## src/rtl/enet_pkg.sv

```systemverilog
// Shared definitions for the GMII transmit path: FSM states, framing bytes,
// CRC-32 constants and byte-counter width.
package enet_pkg;

  typedef enum logic [2:0] {
    ST_IDLE,
    ST_PRE,
    ST_SFD,
    ST_DATA,
    ST_PAD,
    ST_FCS,
    ST_IFG
  } tx_state_e;

  localparam logic [7:0]  PREAMBLE_BYTE = 8'h55;
  localparam logic [7:0]  SFD_BYTE      = 8'hD5;
  localparam logic [31:0] CRC32_POLY    = 32'hEDB88320;
  localparam logic [31:0] CRC32_INIT    = 32'hFFFFFFFF;
  localparam int          CNT_W         = 11;
  localparam int          PRE_LEN       = 7;

endpackage

```

## src/rtl/enet_crc32_d8.sv

```systemverilog
// Combinational CRC-32 (reflected 0xEDB88320) advance by one byte, LSB first.
module enet_crc32_d8
  import enet_pkg::*;
(
  input  logic [31:0] crc_in,
  input  logic [7:0]  d,
  output logic [31:0] crc_out
);

  always_comb begin
    logic [31:0] c;
    // NOTE: blocking assignments let the eight bit-steps chain within one evaluation;
    // clocked state elsewhere uses non-blocking so every register sees pre-edge values.
    c = crc_in ^ {24'h000000, d};
    for (int i = 0; i < 8; i++) begin
      c = c[0] ? ((c >> 1) ^ CRC32_POLY) : (c >> 1);
    end
    crc_out = c;
  end

endmodule

```

## src/rtl/enet_gmii_tx_ctrl.sv

```systemverilog
// GMII transmit framer: preamble/SFD, payload, zero pad to MIN_FRAME, CRC-32 FCS,
// inter-frame gap, with underrun abort signalled via gmii_tx_er.
module enet_gmii_tx_ctrl
  import enet_pkg::*;
#(
  parameter int IFG_BYTES = 12,
  parameter int MIN_FRAME = 60
) (
  input  logic       gmii_tx_clk,
  input  logic       gmii_tx_rst,
  input  logic [7:0] s_data,
  input  logic       s_valid,
  input  logic       s_last,
  output logic       s_ready,
  output logic       gmii_tx_en,
  output logic       gmii_tx_er,
  output logic [7:0] gmii_txd,
  output logic       busy,
  output logic       frame_done,
  output logic       underrun
);

  localparam logic [CNT_W-1:0] MIN_CNT  = CNT_W'(MIN_FRAME);
  localparam logic [7:0]       IFG_LAST = 8'(IFG_BYTES - 1);
  localparam logic [2:0]       PRE_LAST = 3'(PRE_LEN - 1);

  tx_state_e        state, state_d;
  logic [2:0]       pre_cnt, pre_cnt_d;
  logic [1:0]       fcs_cnt, fcs_cnt_d;
  logic [7:0]       ifg_cnt, ifg_cnt_d;
  logic [CNT_W-1:0] byte_cnt, byte_cnt_d, cnt_inc;
  logic [31:0]      crc, crc_d, crc_next, crc_fcs;
  logic [7:0]       crc_byte;
  logic             en_d, er_d, done_d, underrun_d;
  logic [7:0]       txd_d;

  enet_crc32_d8 u_crc (
    .crc_in  (crc),
    .d       (crc_byte),
    .crc_out (crc_next)
  );

  assign crc_byte = (state == ST_PAD) ? 8'h00 : s_data;
  assign crc_fcs  = ~crc;
  // Saturate rather than wrap so oversize frames never look short enough to pad.
  assign cnt_inc  = (byte_cnt == '1) ? byte_cnt : byte_cnt + 1'b1;
  assign busy     = (state != ST_IDLE);
  assign s_ready  = (state == ST_DATA);

  always_comb begin
    // NOTE: every output of this block gets a default first, so no path can infer a latch.
    state_d    = state;
    pre_cnt_d  = '0;
    fcs_cnt_d  = '0;
    ifg_cnt_d  = '0;
    byte_cnt_d = byte_cnt;
    crc_d      = crc;
    en_d       = 1'b0;
    er_d       = 1'b0;
    txd_d      = 8'h00;
    done_d     = 1'b0;
    underrun_d = 1'b0;
    unique case (state)
      ST_IDLE: if (s_valid) state_d = ST_PRE;
      ST_PRE: begin
        en_d      = 1'b1;
        txd_d     = PREAMBLE_BYTE;
        pre_cnt_d = pre_cnt + 3'd1;
        if (pre_cnt == PRE_LAST) state_d = ST_SFD;
      end
      ST_SFD: begin
        en_d       = 1'b1;
        txd_d      = SFD_BYTE;
        byte_cnt_d = '0;
        crc_d      = CRC32_INIT;
        state_d    = ST_DATA;
      end
      ST_DATA: begin
        en_d = 1'b1;
        if (s_valid) begin
          txd_d      = s_data;
          byte_cnt_d = cnt_inc;
          crc_d      = crc_next;
          if (s_last) state_d = (cnt_inc < MIN_CNT) ? ST_PAD : ST_FCS;
        end else begin
          er_d       = 1'b1;
          done_d     = 1'b1;
          underrun_d = 1'b1;
          state_d    = ST_IFG;
        end
      end
      ST_PAD: begin
        en_d       = 1'b1;
        byte_cnt_d = cnt_inc;
        crc_d      = crc_next;
        if (cnt_inc >= MIN_CNT) state_d = ST_FCS;
      end
      ST_FCS: begin
        en_d      = 1'b1;
        txd_d     = crc_fcs[{fcs_cnt, 3'b000} +: 8];
        fcs_cnt_d = fcs_cnt + 2'd1;
        if (fcs_cnt == 2'd3) begin
          done_d  = 1'b1;
          state_d = ST_IFG;
        end
      end
      ST_IFG: begin
        ifg_cnt_d = ifg_cnt + 8'd1;
        // The output register adds one idle wire cycle, so a waiting frame skips
        // IDLE and the gap on the wire is exactly IFG_BYTES.
        if (ifg_cnt == IFG_LAST) state_d = s_valid ? ST_PRE : ST_IDLE;
      end
      default: state_d = ST_IDLE;
    endcase
  end

  always_ff @(posedge gmii_tx_clk) begin
    if (gmii_tx_rst) begin
      state      <= ST_IDLE;
      pre_cnt    <= '0;
      fcs_cnt    <= '0;
      ifg_cnt    <= '0;
      byte_cnt   <= '0;
      crc        <= CRC32_INIT;
      gmii_tx_en <= 1'b0;
      gmii_tx_er <= 1'b0;
      gmii_txd   <= 8'h00;
      frame_done <= 1'b0;
      underrun   <= 1'b0;
    end else begin
      state      <= state_d;
      pre_cnt    <= pre_cnt_d;
      fcs_cnt    <= fcs_cnt_d;
      ifg_cnt    <= ifg_cnt_d;
      byte_cnt   <= byte_cnt_d;
      crc        <= crc_d;
      gmii_tx_en <= en_d;
      gmii_tx_er <= er_d;
      gmii_txd   <= txd_d;
      frame_done <= done_d;
      underrun   <= underrun_d;
    end
  end

endmodule
```

## config.mk

```make
export PLATFORM = sky130hd
export DESIGN_NAME = enet_gmii_tx_ctrl
export DESIGN_NICKNAME = d
export VERILOG_FILES = /design/src/rtl/enet_pkg.sv /design/src/rtl/enet_crc32_d8.sv /design/src/rtl/enet_gmii_tx_ctrl.sv
export SDC_FILE = /design/constraint.sdc
export NUM_CORES = 1
export LEC_CHECK = 0
export CORE_ASPECT_RATIO = 0.75
export CORE_UTILIZATION = 30
export CTS_CLUSTER_SIZE = 10
export DETAILED_ROUTE_END_ITERATION = 8
export PLACE_DENSITY = 0.51
export SLEW_MARGIN = 20
export SYNTH_ARGS = -nofsm -noshare
export SYNTH_HDL_FRONTEND = slang
export SYNTH_SLANG_ARGS = --single-unit
```

## constraint.sdc

```tcl
create_clock -name gmii_tx_clk -period 4 [get_ports gmii_tx_clk]
set_input_delay 0.8 -clock gmii_tx_clk [delete_from_list [all_inputs] [get_ports gmii_tx_clk]]
set_output_delay 0.8 -clock gmii_tx_clk [all_outputs]
set_load 0.005 [all_outputs]
```

==> impl_metrics.py, run 1 <==
metrics = {
    "worst_setup_path": {
        "cp.required_ns": 3.20,
        "worst-path-stages": 4,
        "cp-end-kind": "output port",
        "crit_type": "register to output port",
        "critical_path_arrival_ns": 2.33,
        "crit_fanout": 16,
        "critical-path-top-delay-family": "simple AND/OR/NAND/NOR gates",
        "reg2reg_depth": 6,
        "reg2reg_from": "state[1]$_SDFFE_PP0P_",
        "crit_buf_inv": 2,
        "crit_start": "state[1]$_SDFFE_PP0P_",
        "critical-path-max-stage-delay_ns": 0.68,
        "cp_cell_sequence": "nor2b_1 > nand2_1 > inv_1 > clkdlybuf4s50_1",
        "rrSetupSlack_ns": 1.29,
        "start_kind": "register",
        "slowest_stage": "dfxtp_1",
    },
    "grt": {
        "overflow": 0,
        "track_usage_pct": 16.8,
        "grt_pass1_wl_um": 19200,
        "grt_pass1_vias": 3307,
        "grt_max_degree": 26,
        "antenna_found_initial": 0,
    },
    "worst_hold_path": {
        "hp-class": "register to register",
        "whs_path_depth": 1,
        "min_from": "pre_cnt[0]$_SDFF_PP0_",
    },
    "route": {
        "route.detailed.drc": 0,
        "wirelength_um": 12200,
        "drtAntennaViolNets": 0,
        "num_vias": 3623,
        "via_per_inst": 5.12,
        "wl_per_cell_um": 17.2,
        "drtIter0Drc": 360,
        "drtPass1Iterations": 5,
    },
    "die": {
        "die_h_um": 108,
        "die_w_um": 143,
        "fp-row-count": 38,
        "dieArea_um2": 15400,
        "start_util_pct": 30.8,
        "fp.coreArea_um2": 14500,
        "ios": 26,
    },
    "synth": {
        "yosys_warnings": 0,
        "yosysTopAreaCell": "dfxtp_1",
        "syn_inst": 489,
        "synthArstFlopShare_pct": 0,
        "synth_most_common_cell": "dfxtp_1",
        "synth-main-ff-cell": "dfxtp_1",
        "synth_nets": 506,
        "synth_top_area_share_pct": 31.4,
        "netlist_area_um2": 4460,
        "yosys-top-cells-count": "70 x dfxtp_1, 69 x nor2_1, 41 x nand2_1, 41 x xnor2_1, 23 x a21oi_1",
        "seq_area_frac_synth_pct": 31.4,
        "ys_seq_elements": 70,
        "synth_edf_count": 0,
        "synth_cell_types": 62,
        "ys_top_cells_by_area": "dfxtp_1 31%, xnor2_1 8.1%, xor3_1 6.4%, xnor3_1 6.1%, nor2_1 5.8%",
        "syn_area_per_cell_um2": 9.12,
    },
    "timing": {
        "fmax_mhz": 320,
        "hold_viol": 0,
        "setup_viol": 0,
        "setup_tns_ns": 0,
        "rsz0062_at_grt": "false",
        "clock_skew_ns": 0.00881,
        "slew_violations": 0,
        "relSlewSlack_pct": 43.8,
        "fin_crit_sh_pct": 78.2,
        "tightestPinTransition_ns": 0.841,
        "min_period_ns": 3.13,
    },
    "cts": {
        "cts_root_buffer": "clkbuf_16",
        "cts_buffers": 9,
        "cts_hold_buf": 0,
        "htreeDepth": 3,
        "path_clk_slew_ns": 0.06,
        "clockBufferDepth": 2,
        "ctsResizeCount": 0,
        "worst_skew_pair.late_latency_ns": 0.33,
        "cts_setup_buffers": 0,
        "cts_tree": "yes",
        "cts.sinks": 70,
    },
    "final_layout": {
        "fillers": 1467,
        "drive_gt1_share_pct": 8.86,
        "multi_input_area_um2": 2900,
        "final_nets": 520,
        "fin_cells": 708,
        "num_antenna_cells": 0,
        "areaGrowthSynthToFinish_pct": 16.1,
        "stdcell_area_um2": 5180,
        "regArea_um2": 1400,
    },
    "power": {
        "power.share.clock_pct": 29.8,
        "internal_power_mw": 1.67,
        "netSwitchingFraction_pct": 33.1,
        "pwr-share-seq_pct": 32.7,
        "power.switching_mw": 0.829,
        "ir_worst_vdd_mv": 0.218,
        "power_density_nw_per_um2": 483,
        "p_leak_nw": 1.94,
        "p_comb_share_pct": 37.5,
    },
    "job": {
        "drv_cap": 0,
    },
    "outcome": {
        "status": "finished, final reports clean",
    },
    "placement": {
        "port_buffers": 25,
        "dpl.cell_count": 692,
        "gp_routability_congestion": 0.890,
        "dpl_cell_area_um2": 4890,
        "dpl.hpwl_um": 8650,
    },
}
-- final cells by class --
type | count | area share, %
Clock inverter | 7 | 0.943
Inverter | 7 | 0.508
Multi-Input combinational cell | 380 | 56.0
Tap cell | 200 | 4.83
Clock buffer | 9 | 4.35
Sequential cell | 70 | 27.1
Timing Repair Buffer | 35 | 6.28
-- cells in the final DEF, fill, tap and decap left out, drive strengths merged, types with 3 or more instances in the layout --
master / netlist / final
dfxtp: 70 / 70
nor2: 69 / 69
xnor2: 43 / 43
nand2: 41 / 41
clkdlybuf4s50: 0 / 25
a21oi: 23 / 23
xor2: 16 / 16
nand3: 15 / 15
o21ai: 15 / 15
xnor3: 12 / 12
xor3: 12 / 12
o22ai: 12 / 12
nor3: 10 / 10
buf: 11 / 10
nand2b: 9 / 9
clkbuf: 21 / 9
mux4: 8 / 8
inv: 7 / 8
a211oi: 7 / 7
and2: 7 / 7
o211ai: 6 / 6
nor2b: 5 / 5
ha: 5 / 5
clkinv: 0 / 5
or2: 4 / 4
and3: 4 / 4
o21bai: 4 / 4
or3: 3 / 3
a31oi: 3 / 3
o21a: 3 / 3
o2bb2ai: 3 / 3
nand4: 3 / 3
a311oi: 3 / 3
nor3b: 3 / 3
-- registers in the layout (all words and copies together), names as in the netlist --
register / flops
underrun: 1
state: 3
gmii_tx_en: 1
pre_cnt: 3
frame_done: 1
gmii_txd: 8
byte_cnt: 11
crc: 32
fcs_cnt: 2
ifg_cnt: 8
-- per-stage QoR --
| step | total power [mW] | utilization, % | hold slack, ns | setup WS [ns] |
|---|---|---|---|---|
| finish | 2.50 | 35.7 | 0.439 | 0.872 |
| CTS | 2.51 | 35.6 | 0.447 | 0.866 |
| detailed placement | 1.76 | 33.8 | 0.438 | 0.872 |
| global placement | 1.75 | 33.8 | 0.427 | 0.869 |
| global route | 2.63 | 35.7 | 0.484 | 0.641 |
| floorplan | 1.54 | - | 0.417 | 1.60 |
-- power by group through the flow --
stage / Combinational (mW) / Clock [mW] / Sequential, mW
final: 0.937 / 0.747 / 0.818
after CTS: 0.933 / 0.764 / 0.817
after global placement: 0.920 / 0 / 0.832
after floorplan: 0.750 / 0 / 0.793
after global routing: 1.01 / 0.794 / 0.826
after detailed placement: 0.926 / 0 / 0.833
-- worst paths after layout --
check	to
setup / recovery	s_ready
hold / removal	pre_cnt[0]$_SDFF_PP0_
setup reg to reg	crc[29]$_SDFFE_PP1P_
hold reg to reg	pre_cnt[0]$_SDFF_PP0_
-- metal layers --
metal,vias up,part of all wire (%),global-route usage (%)
met2,97,41,23.9
met5,-,0,0
met4,0,0.89,3.15
li1,1742,-,-
met3,11,6.0,3.38
met1,1773,52,25.8
-- logic make-up after synthesis --
| logic type | synth area share (%) |
|---|---|
| and+or+nand+nor | 19.2 |
| AOI/OAI and AO/OA | 14.8 |
| xor gates and xnor gates | 24.4 |
| DFF | 31.4 |
| buffers and inverters | 3.82 |
| muxes | 4.99 |
| adders and majority gates | 1.40 |
No activity file was read; power rests on OpenSTA's default activity.
==> run 2: changes to the inputs <==
--- a/config.mk
+++ b/config.mk
@@ -9,7 +9,7 @@
 export CORE_UTILIZATION = 30
 export CTS_CLUSTER_SIZE = 10
 export DETAILED_ROUTE_END_ITERATION = 8
-export PLACE_DENSITY = 0.51
+export PLACE_DENSITY = 0.52
 export SLEW_MARGIN = 20
 export SYNTH_ARGS = -nofsm -noshare
 export SYNTH_HDL_FRONTEND = slang
==> constraint.sdc (replaced) <==
create_clock -name gmii_tx_clk -period 2.8 [get_ports gmii_tx_clk]
set_input_delay 0.56 -clock gmii_tx_clk [delete_from_list [all_inputs] [get_ports gmii_tx_clk]]
set_output_delay 0.56 -clock gmii_tx_clk [all_outputs]
set_load 0.005 [all_outputs]
==> run 2 against run 1 <==
Compared with the run above:
- setup slack worse by 0.49 ns
- via count up 1.4%
- utilization rose by 1.1 points
- global-route usage is 0.50 points higher
- non-clock buffer count grew 16
- clock skew fell by 0.0042 ns
- final cell count is 2.1% higher
- power grew 52%
- routed wire length grew 1.5%
- die area stayed put
- critical path type unchanged
==> impl_metrics.py, run 2 (synthesis gave the netlist of run 1 again) <==
metrics = {
    "outcome": {
        "status": "finished, final reports clean",
    },
    "worst_setup_path": {
        "crit_type": "register to output port",
        "cp.required_ns": 2.24,
        "start_kind": "register",
        "crit_fanout": 16,
        "cp-end-kind": "output port",
        "critical_path_arrival_ns": 1.86,
    },
    "final_layout": {
        "final_common_cell": "dfxtp_1",
        "final_cell_mix": "70 x dfxtp_1, 69 x nor2_1, 41 x nand2_1, 41 x xnor2_1, 26 x buf_4",
        "regArea_um2": 1400,
        "drive_gt1_share_pct": 11.3,
        "largest_reg_flops": 32,
        "reg.largest.list": "crc x32, byte_cnt x11",
        "areaGrowthSynthToFinish_pct": 19.7,
        "final_nets": 536,
        "final_util_pct": 36.8,
        "num_antenna_cells": 0,
        "regMostFlops": "crc",
        "multi_input_area_um2": 2890,
        "fillers": 1449,
        "stdcell_area_um2": 5340,
    },
    "cts": {
        "worst_skew_pair.late_latency_ns": 0.33,
        "clockBufferDepth": 2,
        "cts_setup_buffers": 0,
        "cts_buffers": 9,
        "cts_tree": "yes",
        "cts.sinks": 70,
        "ctsResizeCount": 0,
        "cts_hold_buf": 0,
        "cts_root_buffer": "clkbuf_16",
        "path_clk_slew_ns": 0.06,
        "htreeDepth": 3,
    },
    "route": {
        "via_per_inst": 5.08,
        "drtAntennaViolNets": 0,
        "route.detailed.drc": 0,
        "wl_met1_um": 6220,
        "drtIter0Drc": 304,
        "route.met2.wl_um": 5260,
        "wl_per_cell_um": 17.1,
        "num_vias": 3672,
        "drtPass1Iterations": 5,
        "highest_layer": "met4",
        "wl_met3_um": 765,
        "wirelength_um": 12400,
    },
    "die": {
        "start_util_pct": 30.8,
        "fp.coreArea_um2": 14500,
        "fp-row-count": 38,
        "dieArea_um2": 15400,
        "ios": 26,
        "die_h_um": 108,
        "die_w_um": 143,
    },
    "placement": {
        "dpl.hpwl_um": 8960,
        "port_buffers": 25,
        "place_ws_ns": 0.148,
        "dpl_cell_area_um2": 5010,
        "gp_routability_congestion": 0.854,
    },
    "grt": {
        "grt_pass1_wl_um": 19800,
        "grt_pass1_vias": 3483,
        "antenna_found_initial": 0,
        "overflow": 0,
        "grt_max_degree": 34,
        "track_usage_pct": 17.3,
    },
    "power": {
        "power_density_nw_per_um2": 714,
        "pwr-share-seq_pct": 30.3,
        "power_mw": 3.81,
        "p_comb_share_pct": 36.8,
        "ir_worst_vdd_mv": 0.266,
        "power.share.clock_pct": 32.9,
        "p_leak_nw": 2.04,
        "netSwitchingFraction_pct": 30.3,
        "internal_power_mw": 2.65,
        "power.switching_mw": 1.16,
    },
    "timing": {
        "fin_crit_sh_pct": 86.5,
        "hold_viol": 0,
        "setup_tns_ns": 0,
        "min_period_ns": 2.42,
        "tightestPinTransition_ns": 1.02,
        "setup_ws_ns": 0.378,
        "slew_violations": 0,
        "clock_skew_ns": 0.00462,
        "setup_viol": 0,
        "fmax_mhz": 413,
        "rsz0062_at_grt": "false",
        "relSlewSlack_pct": 32.2,
    },
    "job": {
        "drv_cap": 0,
    },
    "worst_hold_path": {
        "hp-class": "register to register",
    },
}
-- run 2: worst max-delay path: stages (launching register included) --
cell and delay, ns:
dfxtp_1 0.50, buf_4 0.27, nand2_1 0.16, inv_1 0.09, clkdlybuf4s50_1 0.50
-- run 2: through the flow --
stage	hold slack, ns	std cells
after floorplan	0.417	489
after global placement	0.427	708
after detailed placement	0.436	708
after CTS	0.451	723
after global routing	0.485	723
final	0.445	723
-- run 2: metal layers --
layer	GRT usage [%]	vias to the layer above
li1	-	1780
met1	25.3	1764
met2	25.6	115
met3	3.65	13
met4	4.53	0
met5	0	-
-- run 2: layout make-up --
class	instances	area share, %
well taps	200	4.69
multi-input cells	380	54.2
clock inverters	3	1.27
inverters	7	0.492
clock buffers	12	4.80
repair buffers	51	8.34
flip-flops and latches	70	26.2
-- run 2: worst paths after layout --
| path | start | to | slack [ns] | cells past startpoint |
|---|---|---|---|---|
| worst min register to register | pre_cnt[0]$_SDFF_PP0_ | pre_cnt[0]$_SDFF_PP0_ | 0.45 | 1 |
| worst max-delay path | state[0]$_SDFFE_PP0P_ | s_ready | 0.38 | 4 |
| worst min-delay path | pre_cnt[0]$_SDFF_PP0_ | pre_cnt[0]$_SDFF_PP0_ | 0.45 | 1 |
| worst max register to register | state[0]$_SDFFE_PP0P_ | crc[21]$_SDFFE_PP1P_ | 0.40 | 7 |
-- run 2: power groups by stage --
stage / logic, mW / registers, mW / clock network (mW)
floorplan: 1.07 / 1.13 / 0
global placement: 1.38 / 1.17 / 0
detailed placement: 1.39 / 1.17 / 0
CTS: 1.40 / 1.15 / 1.28
global route: 1.52 / 1.16 / 1.32
finish: 1.40 / 1.15 / 1.25
